**config.mk**
```make
export PLATFORM = sky130hd
export DESIGN_NAME = byte_frame_tx
export DESIGN_NICKNAME = d
export VERILOG_FILES = /design/src/rtl/byte_frame_pkg.sv /design/src/rtl/byte_out_reg.sv /design/src/rtl/byte_frame_tx.sv
export SDC_FILE = /design/constraint.sdc
export NUM_CORES = 1
export LEC_CHECK = 0
export ABC_AREA = 1
export BUFFER_PORTS_ARGS = -buffer_cell sky130_fd_sc_hd__buf_4
export CAP_MARGIN = 20
export CORE_ASPECT_RATIO = 1.25
export CORE_MARGIN = 1.5
export CORE_UTILIZATION = 55
export CTS_CLUSTER_DIAMETER = 80
export DETAILED_ROUTE_END_ITERATION = 10
export GPL_TIMING_DRIVEN = 0
export PLACE_DENSITY = 0.79
export SKIP_CTS_REPAIR_TIMING = 1
export SYNTH_ARGS = -nofsm -noshare
export SYNTH_HDL_FRONTEND = slang
export SYNTH_HIERARCHICAL = 1
export SYNTH_SLANG_ARGS = --single-unit
```
**constraint.sdc**
```tcl
create_clock -name CLK -period 3.9 [get_ports CLK]
set_input_delay 0.39 -clock CLK [delete_from_list [all_inputs] [get_ports CLK]]
set_output_delay 0.39 -clock CLK [all_outputs]
set_load 0.03 [all_outputs]
```
**src/rtl/byte_frame_pkg.sv**
```systemverilog
`default_nettype none
// ----------------------------------------------------------------------------
// byte_frame_pkg: frame state encoding, default SOF value and checksum helper.
// Rev 1.0 -- initial release. Option: BYTE_FRAME_TX_CHECKSUM_EN.
// ----------------------------------------------------------------------------
package byte_frame_pkg;

    localparam logic [7:0] c_SOF_DEFAULT = 8'hA5;

    typedef enum logic [2:0] {
        ST_IDLE    = 3'd0,
        ST_HDR_SOF = 3'd1,
        ST_HDR_LEN = 3'd2,
        ST_PAYLOAD = 3'd3
`ifdef BYTE_FRAME_TX_CHECKSUM_EN
        ,
        ST_CSUM    = 3'd4
`endif
    } frame_state_t;

    // Two's complement, so LEN + payload + checksum sums to zero mod 256.
    function automatic logic [7:0] csum_negate(input logic [7:0] sum);
        return 8'(~sum + 8'd1);
    endfunction

endpackage
`default_nettype wire

```
**src/rtl/byte_out_reg.sv**
```systemverilog
`default_nettype none
// ----------------------------------------------------------------------------
// byte_out_reg: single-entry output holding register with valid/ready.
// Rev 1.0 -- initial release.
// ----------------------------------------------------------------------------
module byte_out_reg (
    input  logic       clk,
    input  logic       rst_n,
    input  logic       i_load,
    input  logic [7:0] i_data,
    input  logic       i_ready,
    output logic [7:0] o_data,
    output logic       o_valid,
    output logic       o_can_load
);

    logic [7:0] r_data;
    logic       r_valid;

    always_ff @(posedge clk or negedge rst_n) begin
        if (!rst_n) begin
            r_data  <= 8'd0;
            r_valid <= 1'b0;
        end else if (i_load) begin
            r_data  <= i_data;
            r_valid <= 1'b1;
        end else if (r_valid && i_ready) begin
            r_valid <= 1'b0;
        end
    end

    assign o_data     = r_data;
    assign o_valid    = r_valid;
    assign o_can_load = !r_valid || i_ready;

endmodule
`default_nettype wire

```
**src/rtl/byte_frame_tx.sv**
```systemverilog
`default_nettype none
// ----------------------------------------------------------------------------
// byte_frame_tx: emits SOF, LEN, payload [, checksum] with valid/ready output.
// Rev 1.0 -- initial release. Option: BYTE_FRAME_TX_CHECKSUM_EN adds checksum.
// ----------------------------------------------------------------------------
module byte_frame_tx
    import byte_frame_pkg::*;
#(
    parameter logic [7:0] SOF     = c_SOF_DEFAULT,
    parameter int         MAX_LEN = 16
) (
    input  logic       CLK,
    input  logic       RST_X,
    input  logic       START,
    input  logic [7:0] LEN,
    input  logic [7:0] IN,
    input  logic       IN_VALID,
    output logic       IN_READY,
    output logic [7:0] OUT,
    output logic       OUT_VALID,
    input  logic       OUT_READY,
    output logic       BUSY,
    output logic       DONE,
    output logic       ERR
);

    localparam logic [7:0] c_MAX_LEN = 8'(MAX_LEN);

    frame_state_t r_state;
    logic [7:0]   r_len;
    logic [7:0]   r_cnt;
`ifdef BYTE_FRAME_TX_CHECKSUM_EN
    logic [7:0]   r_sum;
`endif
    logic         r_done;
    logic         r_err;

    logic         w_load;
    logic [7:0]   w_load_data;
    logic         w_can_load;
    logic         w_accept;
    logic         w_in_ready;
    logic         w_in_xfer;
    logic         w_start_ok;
    logic         w_last_out;

    assign w_accept   = OUT_VALID && OUT_READY;
    // r_cnt counts bytes taken from IN; once it reaches r_len the payload is complete.
    assign w_in_ready = (r_state == ST_PAYLOAD) && w_can_load && (r_cnt != r_len);
    assign w_in_xfer  = w_in_ready && IN_VALID;
    assign w_start_ok = (r_state == ST_IDLE) && START && (LEN <= c_MAX_LEN);
    assign w_last_out = w_accept && (r_cnt == r_len);

    always_comb begin
        w_load      = 1'b0;
        w_load_data = SOF;
        case (r_state)
            ST_IDLE: w_load = w_start_ok;
            ST_HDR_SOF: begin
                w_load      = w_accept;
                w_load_data = r_len;
            end
`ifdef BYTE_FRAME_TX_CHECKSUM_EN
            ST_HDR_LEN: begin
                w_load      = w_accept;
                w_load_data = csum_negate(r_sum);
            end
`endif
            ST_PAYLOAD: begin
                w_load      = w_in_xfer;
                w_load_data = IN;
`ifdef BYTE_FRAME_TX_CHECKSUM_EN
                if (w_last_out) begin
                    w_load      = 1'b1;
                    w_load_data = csum_negate(r_sum);
                end
`endif
            end
            default: ;
        endcase
    end

    // A non-empty frame enters PAYLOAD while LEN is still in the output
    // register, so the first payload byte can follow LEN without a bubble.
    always_ff @(posedge CLK or negedge RST_X) begin
        if (!RST_X) begin
            r_state <= ST_IDLE;
            r_len   <= 8'd0;
            r_cnt   <= 8'd0;
`ifdef BYTE_FRAME_TX_CHECKSUM_EN
            r_sum   <= 8'd0;
`endif
            r_done  <= 1'b0;
            r_err   <= 1'b0;
        end else begin
            r_done <= 1'b0;
            r_err  <= 1'b0;
            case (r_state)
                ST_IDLE: begin
                    if (w_start_ok) begin
                        r_len   <= LEN;
                        r_cnt   <= 8'd0;
`ifdef BYTE_FRAME_TX_CHECKSUM_EN
                        r_sum   <= 8'd0;
`endif
                        r_state <= ST_HDR_SOF;
                    end else if (START) begin
                        r_err <= 1'b1;
                    end
                end
                ST_HDR_SOF: begin
                    if (w_accept) begin
`ifdef BYTE_FRAME_TX_CHECKSUM_EN
                        r_sum <= r_len;
`endif
                        if (r_len == 8'd0) begin
                            r_state <= ST_HDR_LEN;
                        end else begin
                            r_state <= ST_PAYLOAD;
                        end
                    end
                end
                ST_HDR_LEN: begin
                    if (w_accept) begin
`ifdef BYTE_FRAME_TX_CHECKSUM_EN
                        r_state <= ST_CSUM;
`else
                        r_done  <= 1'b1;
                        r_state <= ST_IDLE;
`endif
                    end
                end
                ST_PAYLOAD: begin
                    if (w_in_xfer) begin
                        r_cnt <= r_cnt + 8'd1;
`ifdef BYTE_FRAME_TX_CHECKSUM_EN
                        r_sum <= r_sum + IN;
`endif
                    end else if (w_last_out) begin
`ifdef BYTE_FRAME_TX_CHECKSUM_EN
                        r_state <= ST_CSUM;
`else
                        r_done  <= 1'b1;
                        r_state <= ST_IDLE;
`endif
                    end
                end
`ifdef BYTE_FRAME_TX_CHECKSUM_EN
                ST_CSUM: begin
                    if (w_accept) begin
                        r_done  <= 1'b1;
                        r_state <= ST_IDLE;
                    end
                end
`endif
                default: r_state <= ST_IDLE;
            endcase
        end
    end

    byte_out_reg u_out_reg (
        .clk        (CLK),
        .rst_n      (RST_X),
        .i_load     (w_load),
        .i_data     (w_load_data),
        .i_ready    (OUT_READY),
        .o_data     (OUT),
        .o_valid    (OUT_VALID),
        .o_can_load (w_can_load)
    );

    assign IN_READY = w_in_ready;
    assign BUSY     = (r_state != ST_IDLE);
    assign DONE     = r_done;
    assign ERR      = r_err;

endmodule
`default_nettype wire

```
# Yosys cells after proc, flatten, opt, wreduce, memory -nomap -nowiden
# Index checks and enable logic that the tools add are counted.
[totals]
register_bits = 30
out_inout_bits = 13
[op_classes]
add_sub_neg = 1
magnitude_cmp = 1
eq_ne = 11
mux = 21
n_reduce_logical = 17
[op_table]
columns = ["operator", "n"]
rows = [
  ["$pmux 8 s2", 2],
  ["$mux 8", 2],
  ["$mux 3", 5],
  ["$ne 2x2->1 const B", 6],
  ["$pmux 3 s4", 1],
  ["$mux 1", 9],
  ["$add 8x1->8 const B", 1],
  ["$eq 8x8->1", 1],
  ["$le 8x5->1 const B", 1],
  ["$logic_not 8->1", 1],
  ["$ne 8x8->1", 1],
  ["$logic_and 1x1->1", 7],
  ["$eq 3x2->1 const B", 2],
  ["$reduce_and 5->1", 1],
  ["$reduce_bool 2->1", 2],
  ["$eq 3x1->1 const B", 1],
  ["$logic_not 3->1", 1],
  ["$pmux 1 s3", 1],
  ["$reduce_and 3->1", 1],
  ["$reduce_bool 3->1", 1],
  ["$pmux 1 s2", 1],
  ["$reduce_and 2->1", 1],
  ["$logic_not 1->1", 1],
  ["$logic_or 1x1->1", 1],
]

# Longest topological paths before layout
[depth]
depth_word = 7
mapped_depth = 12

# Hierarchy
# The synthesis kept the hierarchy.
[modules_own_cells]
columns = ["mod", "instances", "cells_per_inst", "area_per_inst_um2"]
rows = [
  ["byte_frame_tx", 1, 183, 1286.2],
  ["byte_out_reg", 1, 38, 341.6],
]

# Least setup slack after synthesis
# No wires, ideal clock.
[synth_path]
path_type = "register to output"
start = "register u_out_reg.r_valid, in the netlist u_out_reg/o_valid"
end = "output IN_READY"
arrival_time_ps = 1613
t_required_ps = 3510
path_slack_ps = 1897
path_stages_with_launch = 5
cell_sequence = "dfrtp_1 -> nand2_1 -> inv_1 -> nor2_1 -> a21boi_0"
[synth_between]
elab_chain_len = 4
[synth_rtl]
columns = ["item", "line_no", "text"]
rows = [
  ["start: declaration", "byte_out_reg.sv:18", "logic r_valid;"],
  ["start signal: assignment", "byte_out_reg.sv:23", "r_valid <= 1'b0;"],
  ["start signal: assignment", "byte_out_reg.sv:26", "r_valid <= 1'b1;"],
  ["start signal: assignment", "byte_out_reg.sv:28", "r_valid <= 1'b0;"],
  ["$logic_not 1->1", "byte_out_reg.sv:34", "assign o_can_load = !r_valid || i_ready;"],
  ["$logic_or 1x1->1", "byte_out_reg.sv:34", ""],
  ["net w_can_load", "byte_frame_tx.sv:40", "logic w_can_load;"],
  ["$logic_and 1x1->1 (2 in a row)", "byte_frame_tx.sv:49", "assign w_in_ready = (r_state == ST_PAYLOAD) && w_can_load && (r_cnt != r_len);"],
  ["end: declaration", "byte_frame_tx.sv:18", "output logic IN_READY,"],
]
# The timed path passes the listed nets, and every way through them passes these cells.

# Final worst setup path
[layout_path]
start = "register r_state[0]"
end = "output IN_READY"
[layout_between]
elab_chain_len = 3
[layout_rtl]
columns = ["item", "line_no", "text"]
rows = [
  ["start: declaration", "byte_frame_tx.sv:29", "frame_state_t r_state;"],
  ["start signal: assignment", "byte_frame_tx.sv:87", "r_state <= ST_IDLE;"],
  ["start signal: assignment", "byte_frame_tx.sv:106", "r_state <= ST_HDR_SOF;"],
  ["start signal: assignment", "byte_frame_tx.sv:117", "r_state <= ST_HDR_LEN;"],
  ["$eq 3x2->1", "byte_frame_tx.sv:49", ""],
  ["$logic_and 1x1->1 (2 in a row)", "byte_frame_tx.sv:49", ""],
]
# No other way between the ends.

==> impl_metrics.yaml <==
logic_synthesis:
  synth-edff-count: 0
  synth_top_area_share_pct: 44.6
  synthCells: 221
  async_flop_share_pct: 100
  synth_top_cell_by_area: "dfrtp_1"
  synth_cell_type_count: 25
  synth-seq-cells: 29
  synthTopCellsByArea: "dfrtp_1, nand2_1, inv_1, nor2_1, nand3_1"
  ys_warn_count: 6
  avgSynthCellArea_um2: 7.37
  seq_area_frac_synth_pct: 44.6
  synth_area_um2: 1630
  synth_nets: 243
  synth_top_flop_cell: "dfrtp_1"
clocking:
  worstSkewPairLatency_ns: 0.33
  cts_max_level: 2
  clkTransAtPathRegs_ns: 0.09
  cts_buffers: 5
  clockBufferDepth: 2
  cts-root-buf: "clkbuf_4"
  cts.sinks: 29
  tritoncts: "built"
worst_hold_path:
  worstHoldPathCells: 3
  min_to: "ERR"
  hold_path_startpoint: "START"
  hold_class: "input port to flop"
finish:
  syn2layout_area_growth_pct: 22.8
  final.fill_count: 243
  nets: 284
  final_cell_mix: "nand2_1, buf_4, dfrtp_1"
  layout-drive-gt1-share_pct: 21.7
  seq_area_um2: 726
  fin_cells: 297
  final_common_cell: "nand2_1"
  multi_input_area_um2: 773
  antenna-diode-count: 0
critical_path:
  required_ns: 3.51
  end_kind: "output pin"
  crit_buf_inv: 1
  worstPathArrival_ns: 1.68
  max_stage_delay_ns: 0.43
  crit_fanout: 10
  cp_cell_sequence: "nand2_2 > nor2_1 > a21boi_0 > buf_4"
  cp_top_family: "simple AND/OR/NAND/NOR gates"
  worst-setup-path-type: "flop to output pin"
  cp_slowest_cell: "dfrtp_1"
  critPathLaunchType: "flop"
  rrSetupSlack_ns: 2.17
  worstRegToRegCells: 10
  r2r-start: "r_state[1]"
  r2r-end: "u_out_reg/o_data[7]"
run:
  cap_violations: 0
power_and_ir_drop:
  powerDensity_nw_per_um2: 665
  p_sw_mw: 0.616
  total_power_mw: 1.33
  intPower_mw: 0.712
  power_frac_seq_pct: 34.2
  p_leak_nw: 1.08
  p_sw_share_pct: 46.4
  p_comb_share_pct: 50.3
  clockPowerShare_pct: 15.5
  ir_drop_mv: 0.427
global_routing:
  grt_max_degree: 30
  antenna_found_initial: 0
  grt-ovfl-total: 0
  grt_pass1_vias: 1411
  grt_usage_pct: 25.4
  grt_pass1_wl_um: 6200
route:
  postRouteAntennaNets: 0
  via_per_inst: 4.96
  vias: 1473
  drt-initial-drc-count: 43
  totalWireLength_um: 3570
  drt-pass1-iter-count: 4
  wl_per_cell_um: 12.0
  drc: 0
placed_design:
  pre_cts_slack_ns: 2.10
  io_buffer_count: 33
  globalplace.congestion: 0.790
  placedCellCount: 288
  dp_hpwl_um: 2550
timing:
  setup_violations: 0
  fin_crit_sh_pct: 53.1
  finalWorstSetupSlack_ns: 1.83
  tightest_slew_ns: 0.423
  period_needed_ns: 2.07
  final_hold_viol_count: 0
  rsz0062_at_grt: "false"
  finalMaxSlewViolations: 0
  worst_clock_skew_ns: 0.0104
  clock.fmax_mhz: 483
  maxSlewHeadroom_pct: 71.7
  setup_tns_ns: 0
  fin_hold_ws_ns: 0.292
floorplan:
  io-pin-count: 34
  core_area_um2: 2760
  fp.dieArea_um2: 3300
  die_y_um: 63.8
  start_util_pct: 59.0
  die_w_um: 51.7
  row_count: 21
run_status:
  outcome: "finished clean"
## cells in the mapped netlist, types with 2 or more instances
master / n
nand2_1: 80
dfrtp_1: 29
inv_1: 26
nor2_1: 21
nand3_1: 15
a21oi_1: 9
o21ai_0: 8
xnor2_1: 5
nand2_4: 4
inv_2: 3
nor3_1: 3
nand2_2: 2
nand3_4: 2
nor2_2: 2
o21ai_1: 2
## cells by family (layout without fill, tap and decap cells)
group,count (synthesis),count (layout),share of synthesized area (%)
adders and majority gates,1,1,0.769
and+or+nand+nor,131,131,36.3
buffers and inverters,32,74,7.92
DFF,29,29,44.6
xor gates and xnor gates,6,6,3.23
AOI/OAI and AO/OA,22,22,7.23
## routing by layer
layer	routed length [um]	track usage, %
met5	0	0
met4	59	9.54
met3	168	7.24
met2	1830	43.6
met1	1510	29.5
## area by class of cell
| class | count | area share (%) |
|---|---|---|
| clock inverters | 1 | 0.250 |
| inverters | 30 | 5.64 |
| repair buffers | 34 | 12.9 |
| flip-flops and latches | 29 | 36.3 |
| multi-input cells | 160 | 38.7 |
| well taps | 34 | 2.13 |
| plain buffers | 2 | 0.814 |
| clock buffers | 7 | 3.26 |
## registers in the layout, summed over array words and instances (netlist names)
register and count:
u_out_reg/o_data 8, ERR 1, r_state 2, DONE 1
r_cnt 8, u_out_reg/o_valid 1, r_len 8
## worst register-to-register path: cells and delay by family (launching register included)
kind / cells / cell delay (ns)
flip-flops: 1 / 0.43
buffers and inverters: 4 / 0.57
AND/OR/NAND/NOR: 6 / 0.63
## worst max-delay path by stage
| stage | slack [ns] | end | startpoint | cells past startpoint |
|---|---|---|---|---|
| 6_report | 1.83 | IN_READY | r_state[0] | 4 |
| 5_1_grt | 1.74 | IN_READY | r_state[1] | 4 |
| 4_1_cts | 1.81 | IN_READY | r_state[0] | 4 |
| 3_5_place_dp | 2.10 | u_out_reg/o_data[7] | LEN[3] | 11 |
| 3_3_place_gp | 2.13 | u_out_reg/o_data[3] | LEN[5] | 9 |
| 2_1_floorplan | 1.90 | IN_READY | u_out_reg/o_valid | 4 |
## power groups by stage
stage | combinational [mW] | sequential, mW | clock (mW)
after floorplan | 0.398 | 0.521 | 0
after global routing | 0.738 | 0.464 | 0.225
after global placement | 0.654 | 0.454 | 0
after detailed placement | 0.658 | 0.457 | 0
after CTS | 0.667 | 0.452 | 0.212
final | 0.668 | 0.454 | 0.206
## through the flow
step / instance area [um^2] / utilization, %
floorplan: 1630 / -
finish: 2000 / 72.4
CTS: 1990 / 72.1
detailed placement: 1920 / 69.5
global placement: 1920 / 69.5
global route: 2000 / 72.4
Note: power is estimated with default switching activity, not from simulation.
